**config.mk**
```make
export PLATFORM = sky130hd
export DESIGN_NAME = dispensador_cafe
export DESIGN_NICKNAME = d
export VERILOG_FILES = /design/src/rtl/dispensador_cafe.sv
export SDC_FILE = /design/constraint.sdc
export NUM_CORES = 1
export LEC_CHECK = 0
export ABC_CLOCK_PERIOD_IN_PS = 1900
export BUFFER_PORTS_ARGS = -buffer_cell sky130_fd_sc_hd__buf_2
export CAP_MARGIN = 10
export CORE_MARGIN = 1
export CORE_UTILIZATION = 42
export CTS_CLUSTER_DIAMETER = 50
export DETAILED_ROUTE_END_ITERATION = 7
export PLACE_DENSITY_LB_ADDON = 0.3
export SYNTH_ARGS = -nofsm -noshare
export SYNTH_HDL_FRONTEND = slang
export SYNTH_SLANG_ARGS = --single-unit
```
**constraint.sdc**
```tcl
create_clock -name clk -period 1.9 [get_ports clk]
set_clock_uncertainty 0.05 [all_clocks]
set_input_delay 0.095 -clock clk [delete_from_list [all_inputs] [get_ports clk]]
set_output_delay 0.095 -clock clk [all_outputs]
set_load 0.005 [all_outputs]
```
**src/rtl/dispensador_cafe.sv**
```systemverilog
// Recipe executor for the coffee machine: runs coffee, milk, foam and sugar phases as a timed
// Moore FSM and hands `listo` back to the selection/payment controller.
module dispensador_cafe #(
  parameter int unsigned T_CAFE   = 4,
  parameter int unsigned T_LECHE  = 3,
  parameter int unsigned T_ESPUMA = 2
) (
  input  logic       clk,
  input  logic       reset,
  input  logic       preparando,
  input  logic [1:0] tamano,
  input  logic       concentracion,
  input  logic       leche,
  input  logic       espuma,
  input  logic [2:0] azucar_anadido,
  output logic       valvula_cafe,
  output logic       valvula_leche,
  output logic       valvula_espuma,
  output logic       dosificador_azucar,
  output logic       ocupado,
  output logic       listo,
  output logic       error
);

  localparam logic [7:0] TCafe   = 8'(T_CAFE);
  localparam logic [7:0] TLeche  = 8'(T_LECHE);
  localparam logic [7:0] TEspuma = 8'(T_ESPUMA);

  typedef enum logic [2:0] {
    StIdle,
    StCafe,
    StLeche,
    StEspuma,
    StAzucar,
    StListo
  } state_e;

  state_e     state_q, state_d;
  logic [7:0] cnt_q, cnt_d;
  logic [1:0] tamano_q;
  logic       conc_q, leche_q, espuma_q;
  logic [2:0] azucar_q;
  logic       prev_q;
  logic       err_q, err_d;
  logic       latch;
  logic       start;
  logic [2:0] azucar_sat;

  function automatic logic [7:0] cafe_len(input logic [1:0] t, input logic c);
    logic [7:0] k;
    logic [7:0] len;
    k   = {6'd0, t} + 8'd1;
    len = TCafe * k;
    return c ? {len[6:0], 1'b0} : len;
  endfunction

  function automatic logic [7:0] leche_len(input logic [1:0] t);
    logic [7:0] k;
    k = {6'd0, t} + 8'd1;
    return TLeche * k;
  endfunction

  assign start      = preparando & ~prev_q;
  assign azucar_sat = (azucar_anadido > 3'd5) ? 3'd5 : azucar_anadido;

  // Phase that follows each stage, skipping disabled ones, with its counter preload.
  state_e     after_cafe, after_leche, after_espuma;
  logic [7:0] load_leche, load_espuma, load_azucar;

  always_comb begin
    after_espuma = (azucar_q != 3'd0) ? StAzucar : StListo;
    after_leche  = espuma_q ? StEspuma : after_espuma;
    after_cafe   = leche_q ? StLeche : after_leche;
    load_leche   = leche_len(tamano_q) - 8'd1;
    load_espuma  = TEspuma - 8'd1;
    load_azucar  = {4'd0, azucar_q, 1'b0} - 8'd1;
  end

  function automatic logic [7:0] load_for(input state_e s, input logic [7:0] ll,
                                          input logic [7:0] le, input logic [7:0] la);
    unique case (s)
      StLeche:  return ll;
      StEspuma: return le;
      StAzucar: return la;
      default:  return 8'd0;
    endcase
  endfunction

  always_comb begin
    state_d = state_q;
    cnt_d   = cnt_q;
    err_d   = 1'b0;
    latch   = 1'b0;
    unique case (state_q)
      StIdle: begin
        if (start) begin
          latch = 1'b1;
          if (tamano == 2'b11) begin
            err_d = 1'b1;
          end else begin
            state_d = StCafe;
            cnt_d   = cafe_len(tamano, concentracion) - 8'd1;
          end
        end
      end
      StCafe: begin
        if (cnt_q == 8'd0) begin
          state_d = after_cafe;
          cnt_d   = load_for(after_cafe, load_leche, load_espuma, load_azucar);
        end else begin
          cnt_d = cnt_q - 8'd1;
        end
      end
      StLeche: begin
        if (cnt_q == 8'd0) begin
          state_d = after_leche;
          cnt_d   = load_for(after_leche, load_leche, load_espuma, load_azucar);
        end else begin
          cnt_d = cnt_q - 8'd1;
        end
      end
      StEspuma: begin
        if (cnt_q == 8'd0) begin
          state_d = after_espuma;
          cnt_d   = load_for(after_espuma, load_leche, load_espuma, load_azucar);
        end else begin
          cnt_d = cnt_q - 8'd1;
        end
      end
      StAzucar: begin
        if (cnt_q == 8'd0) begin
          state_d = StListo;
        end else begin
          cnt_d = cnt_q - 8'd1;
        end
      end
      StListo: begin
        if (!preparando) state_d = StIdle;
      end
      default: state_d = StIdle;
    endcase
  end

  always_ff @(posedge clk) begin
    if (!reset) begin
      state_q  <= StIdle;
      cnt_q    <= 8'd0;
      tamano_q <= 2'd0;
      conc_q   <= 1'b0;
      leche_q  <= 1'b0;
      espuma_q <= 1'b0;
      azucar_q <= 3'd0;
      prev_q   <= 1'b0;
      err_q    <= 1'b0;
    end else begin
      state_q <= state_d;
      cnt_q   <= cnt_d;
      prev_q  <= preparando;
      err_q   <= err_d;
      if (latch) begin
        tamano_q <= tamano;
        conc_q   <= concentracion;
        leche_q  <= leche;
        espuma_q <= espuma;
        azucar_q <= azucar_sat;
      end
    end
  end

  // Sugar counter starts odd (2n-1), so odd counts mark the first cycle of each dose pair.
  assign valvula_cafe       = (state_q == StCafe);
  assign valvula_leche      = (state_q == StLeche);
  assign valvula_espuma     = (state_q == StEspuma);
  assign dosificador_azucar = (state_q == StAzucar) && cnt_q[0];
  assign ocupado            = (state_q != StIdle);
  assign listo              = (state_q == StListo);
  assign error              = err_q;

endmodule

```
Word level (Yosys, flattened, before mapping)
Cells that the tools add are included.
{"block": "totals", "wordCells": 76, "input_bits": 11, "regBits": 20}
{"block": "op_classes", "bitwise_logic": 2, "magnitude_cmp": 1, "n_mul": 1, "addsub": 6, "muxes": 26, "eq_ne": 23, "reduce_logical": 9}
{"cell": "$pmux W8 S3", "n": 3}
{"cell": "$mux W8", "n": 6}
{"cell": "$pmux W8 S5", "n": 1}
{"cell": "$mux W3", "n": 10}
{"cell": "$eq A3 B2 Y1 const B", "n": 8}
{"cell": "$pmux W3 S6", "n": 1}
{"cell": "$eq A3 B3 Y1 const B", "n": 5}
{"cell": "$ne A2 B2 Y1 const B", "n": 5}
{"cell": "$logic_not A8 Y1", "n": 1}
{"cell": "$sub A8 B1 Y8 const B", "n": 1}
{"cell": "$reduce_and A7 Y1", "n": 1}
{"cell": "$sub A6 B1 Y7 const B", "n": 1}
{"cell": "$add A2 B1 Y3 const B", "n": 2}
{"cell": "$mux W6", "n": 1}
{"cell": "$ne A2 B1 Y1 const B", "n": 3}
{"cell": "$reduce_bool A3 Y1", "n": 2}
{"cell": "$sub A5 B1 Y6 const B", "n": 1}
{"cell": "$mul A2 B3 Y5 const A", "n": 1}
{"cell": "$reduce_bool A5 Y1", "n": 1}
{"cell": "$sub A4 B1 Y5 const B", "n": 1}
{"cell": "$mux W1", "n": 4}
{"cell": "$reduce_and A4 Y1", "n": 1}
{"cell": "$eq A3 B1 Y1 const B", "n": 1}
{"cell": "$gt A3 B3 Y1 const B", "n": 1}
{"cell": "other kinds (6)", "n": 6}

Longest topological paths before layout
{"block": "logic_depth", "depth_word": 8, "ltp_mapped": 9, "mapped_depth_nobuf": 7}

Worst setup path after synthesis
Ideal clock, no wire load.
{"block": "synth_timing", "kind": "flip-flop to flip-flop", "startpoint": "register cnt_q[0]", "endpoint": "register cnt_q[3]", "t_arrival_ps": 1928, "slack_ps": -195, "setup_ps": 117, "period_less_slack_ps": 2095, "path_stages_with_launch": 9, "cell_sequence": "dfxtp_1 -> inv_1 -> ha_1 -> or4b_4 -> or2_1 -> clkbuf_2 -> a311oi_2 -> o221ai_1 -> a32o_1"}
{"block": "synth_between", "elab_chain_len": 3, "elab_cells_between_ends": 9}
{"element": "from (decl)", "line": "39", "source": "logic [7:0] cnt_q, cnt_d;"}
{"element": "from (signal assigned)", "line": "157", "source": "cnt_q <= cnt_d;"}
{"element": "$sub A8 B1 Y8 or $logic_not A8 Y1 (tied branches)"}
{"element": "$mux W8 (tied with other cells)", "line": "131", "source": "if (cnt_q == 8'd0) begin"}
{"element": "$pmux W8 S5 or $reduce_and A4 Y1 (tied branches)"}
Several ways; a longest one is shown, not always the timed one. The select of a mux whose other input is x is not followed.
A chain may end at the register's enable or synchronous reset.

Worst setup path after layout
{"block": "layout_timing", "startpoint": "register cnt_q[1]", "endpoint": "register state_q[1]"}
{"block": "layout_between", "elab_chain_len": 3, "elab_cells_between_ends": 6}
{"element": "$logic_not A8 Y1 *"}
{"element": "$ne A2 B2 Y1 (no source line) or $ne A2 B1 Y1 (tied branches)"}
{"element": "$reduce_and A7 Y1 (no source line) *"}
{"element": "to (signal assigned)", "line": "146", "source": "state_q <= StIdle;"}
{"element": "to (signal assigned)", "line": "156", "source": "state_q <= state_d;"}
{"element": "to (decl)", "line": "38", "source": "state_e state_q, state_d;"}
Mark *: on every way between the ends. The rest lies on a longest branch, timed or not.

==> out/summary.txt <==
WORST SETUP PATH
-----------------------------------------------------------------------------------------------
Slowest stage cell on the critical path ..........................................       or4b_4
Largest delay contributor family on the critical path ............................ simple AND/OR/NAND/NOR gates
Kind of end point of the critical path ...........................................         flop
Cell with the most instances on the worst path ...................................        buf_4
Number of buffers and inverters on the critical path .............................            3
Nature of the critical path startpoint ...........................................         flop
Peak fanout along the critical path ..............................................            7
Data required, critical path .....................................................      2.02 ns
Maximum single-stage delay on the critical path ..................................      0.47 ns
Worst setup path category ........................................................ flop to flop
Crit path arrival time ...........................................................      2.17 ns
Cell-by-cell trace of the critical path .......................................... inv_2, ha_4, or4b_4, or2_4, buf_4, buf_4, a21oi_2, o21ai_2, o32ai_2

YOSYS
-----------------------------------------------------------------------------------------------
Average cell area after synthesis ................................................     7.47 µm²
Register area share after synthesis ..............................................        23.9%
Cell types with the largest area share after synthesis ........................... dfxtp_1, ha_1, a21oi_1, nor2_1, mux2i_1
Number of unique standard cell types used by synthesis ...........................           50
Area of the mapped netlist .......................................................     1670 µm²
Leading post-synthesis cells by instance count ................................... nor2_1, a21oi_1, dfxtp_1
Number of enable flip-flop cells after synthesis .................................            0
Most frequent cell after synthesis ...............................................       nor2_1
Number of storage elements in the synthesis netlist ..............................           20
Mapped Nets ......................................................................          246
Largest area contributor in the synthesized netlist ..............................      dfxtp_1
Fraction of synthesized cell area taken by the top area cell type ................        23.9%
Primary FF master, synth .........................................................      dfxtp_1
Yosys synthesis warning count ....................................................            0
Async set-reset flop share out of synthesis ......................................           0%
Syn Inst Count ...................................................................          224

FINISH
-----------------------------------------------------------------------------------------------
Number of antenna repair diodes ..................................................            0
Filler Cell Count ................................................................          355
Layout cell share with drive strength beyond 1 ...................................        34.2%
Fin util .........................................................................        60.7%
Area growth from synthesis to layout .............................................        35.7%
Total number of nets in the final design .........................................          302
Number of standard cells in the layout, taps in and fillers out ..................          326

DRT
-----------------------------------------------------------------------------------------------
Number of vias after detailed routing ............................................         1905
Starting DRT DRC Count ...........................................................          210
Post-route antenna net violation count ...........................................            0
Average wire length per cell after detail routing ................................      15.8 µm
DR vias/cell .....................................................................         5.84
Iteration count of the initial detailed-routing pass .............................            5
Residual DRC count ...............................................................            0
Wire length after detailed routing ...............................................      5160 µm

POWER AND IR DROP
-----------------------------------------------------------------------------------------------
Proportion of power drawn by flip-flops and latches ..............................        17.5%
Net switching share of the total power ...........................................        45.0%
Internal power ...................................................................    0.00190 W
Power per Cell Area ..............................................................  1520 nW/µm²
Final Power ......................................................................    0.00345 W
Share of total power in the clock network ........................................         8.6%
Proportion of power drawn by combinational gates .................................        73.9%
LEAKAGE ..........................................................................     0.980 nW
VDD IR max .......................................................................       650 µV
P_sw .............................................................................    0.00155 W

CLOCKING
-----------------------------------------------------------------------------------------------
Clock root buffer master .........................................................     clkbuf_8
Clock insertion delay at the later pin of the skew report ........................      0.27 ns
Clock Tree Buf Depth .............................................................            2
Hold bufs inserted after CTS .....................................................            0
Number of buffers added by the clock tree synthesis step .........................            3
Clock input transition at the sequential cells of the worst setup and hold paths .      0.09 ns
Clock tree from TritonCTS ........................................................          yes
Number of sinks on the clock net .................................................           20
Clock H-tree levels ..............................................................            1

TIMING
-----------------------------------------------------------------------------------------------
Crit share post-route ............................................................         108%
Final critical-path required period ..............................................      2.05 ns
Slew headroom ....................................................................        67.5%
Setup repair after global routing missed its margin ..............................          yes
Fin worst setup slack ............................................................    -0.151 ns
Setup violators final ............................................................           11
Final Hold Vio Count .............................................................            0
Worst Max-Slew Pin Slew ..........................................................     0.486 ns
Maximum clock rate ...............................................................    0.488 GHz
Number of pins with negative max-slew slack in the final report ..................            0

GLOBAL ROUTING
-----------------------------------------------------------------------------------------------
Pin count of the biggest net entering global routing .............................           19
Number of global-route vias before repair ........................................         1752
Overflow after GRT ...............................................................            0
Initial antenna violation count ..................................................            0
Global-route wire length before repair ...........................................      8250 µm
GRT Overall Usage ................................................................        25.1%

PLACEMENT
-----------------------------------------------------------------------------------------------
Detailed Place HPWL ..............................................................      3740 µm
Post-Place Setup Slack ...........................................................    -0.287 ns
Port Buffers .....................................................................           17
Routability cong. ................................................................        0.945
Placed cell count ................................................................          314

RUN STATUS
-----------------------------------------------------------------------------------------------
Outcome .......................................................................... finished, violations left
Violations in the final reports .................................................. negative setup slack

DIE
-----------------------------------------------------------------------------------------------
DIE AREA .........................................................................     4240 µm²
Cell row count ...................................................................           22
Die H ............................................................................      65.1 µm
Die X ............................................................................      65.1 µm
CORE AREA ........................................................................     3740 µm²
IO Pins ..........................................................................           18
Starting Density .................................................................        44.7%

MIN PATH
-----------------------------------------------------------------------------------------------
Tightest Hold Check Type ......................................................... input pin to flop

FLOW RUN
-----------------------------------------------------------------------------------------------
Count of max-cap constraint violations ...........................................            0

layout make-up:
type	instances	area [µm²]	share of cell area, %
Timing Repair Buffer	64	442	19.4
Tap cell	48	60.1	2.64
Sequential cell	20	403	17.7
Clock buffer	3	41.3	1.82
Inverter	13	48.8	2.15
Multi-Input combinational cell	178	1280	56.2
worst min-delay path: cells and delay by family:
family                 cells  cell delay, ns
buffers and inverters      1            0.07
AND/OR/NAND/NOR            1            0.07
multiplexers               1            0.05
cell families (layout without fill, tap and decap cells):
group	after synthesis	in the layout	share of synthesized area [%]
AO/OA/AOI/OAI	73	73	28.6
XOR/XNOR	6	6	3.14
adder cells (fa/ha/maj)	11	11	8.22
buffers and inverters	26	80	6.43
flip-flops	20	20	23.9
multiplexers	9	9	5.46
AND/OR/NAND/NOR	79	79	24.2
through the flow:
step / cell area (µm²) / setup TNS [ns] / hold slack (ns)
2_1_floorplan: 1700 / -0.609 / 0.167
3_3_place_gp: 2070 / -1.63 / 0.273
3_5_place_dp: 2070 / -2.05 / 0.285
4_1_cts: 2180 / -0.706 / 0.0191
5_1_grt: 2270 / -2.05 / 0.0246
6_report: 2270 / -1.26 / 0.0173
power by group through the flow:
stage / combinational (W) / clock (W) / sequential [W]
detailed placement: 0.00207 / 0 / 0.000610
floorplan: 0.00130 / 0 / 0.000620
global placement: 0.00205 / 0 / 0.000607
finish: 0.00255 / 0.000296 / 0.000606
CTS: 0.00227 / 0.000296 / 0.000600
global route: 0.00275 / 0.000310 / 0.000615
path summary, 6_finish.rpt:
check / startpoint / endpoint / slack, ns / cells after the start
setup / recovery: cnt_q[1] / state_q[1] / -0.15 / 9
hold / removal: espuma / espuma_q / 0.02 / 3
setup reg to reg: cnt_q[1] / state_q[1] / -0.15 / 9
hold reg to reg: tamano_q[1] / tamano_q[1] / 0.54 / 2
timing repair:
item / in CTS / in global routing
endpoints found under the setup margin: 11 / 11
gates resized for setup: 7 / 14
pin swaps: 8 / 10
buffers inserted: 7 / 2
registers in the layout, summed over array words and instances, names as in the netlist:
name / flops
prev_q: 1
error: 1
azucar_q: 3
leche_q: 1
espuma_q: 1
state_q: 3
cnt_q: 8
tamano_q: 2
layer usage:
| metal | part of all wire, % | global-route usage (%) | up-vias |
|---|---|---|---|
| met2 | 45 | 39.7 | 82 |
| met1 | 46 | 35.3 | 886 |
| li1 | - | - | 929 |
| met5 | 0 | 0 | - |
| met4 | 1.3 | 7.88 | 0 |
| met3 | 7.8 | 3.13 | 8 |
layout by cell type, fill, tap and decap left out, drive strengths merged, types with 6 or more instances in the layout:
master | netlist | routed
a21oi | 23 | 23
nor2 | 25 | 25
o21ai | 12 | 12
inv | 13 | 13
dfxtp | 20 | 20
buf | 5 | 64
or3 | 6 | 6
mux2i | 8 | 8
nand2 | 16 | 16
nor3 | 6 | 6
ha | 11 | 11
(Power assumes the default switching activity.)
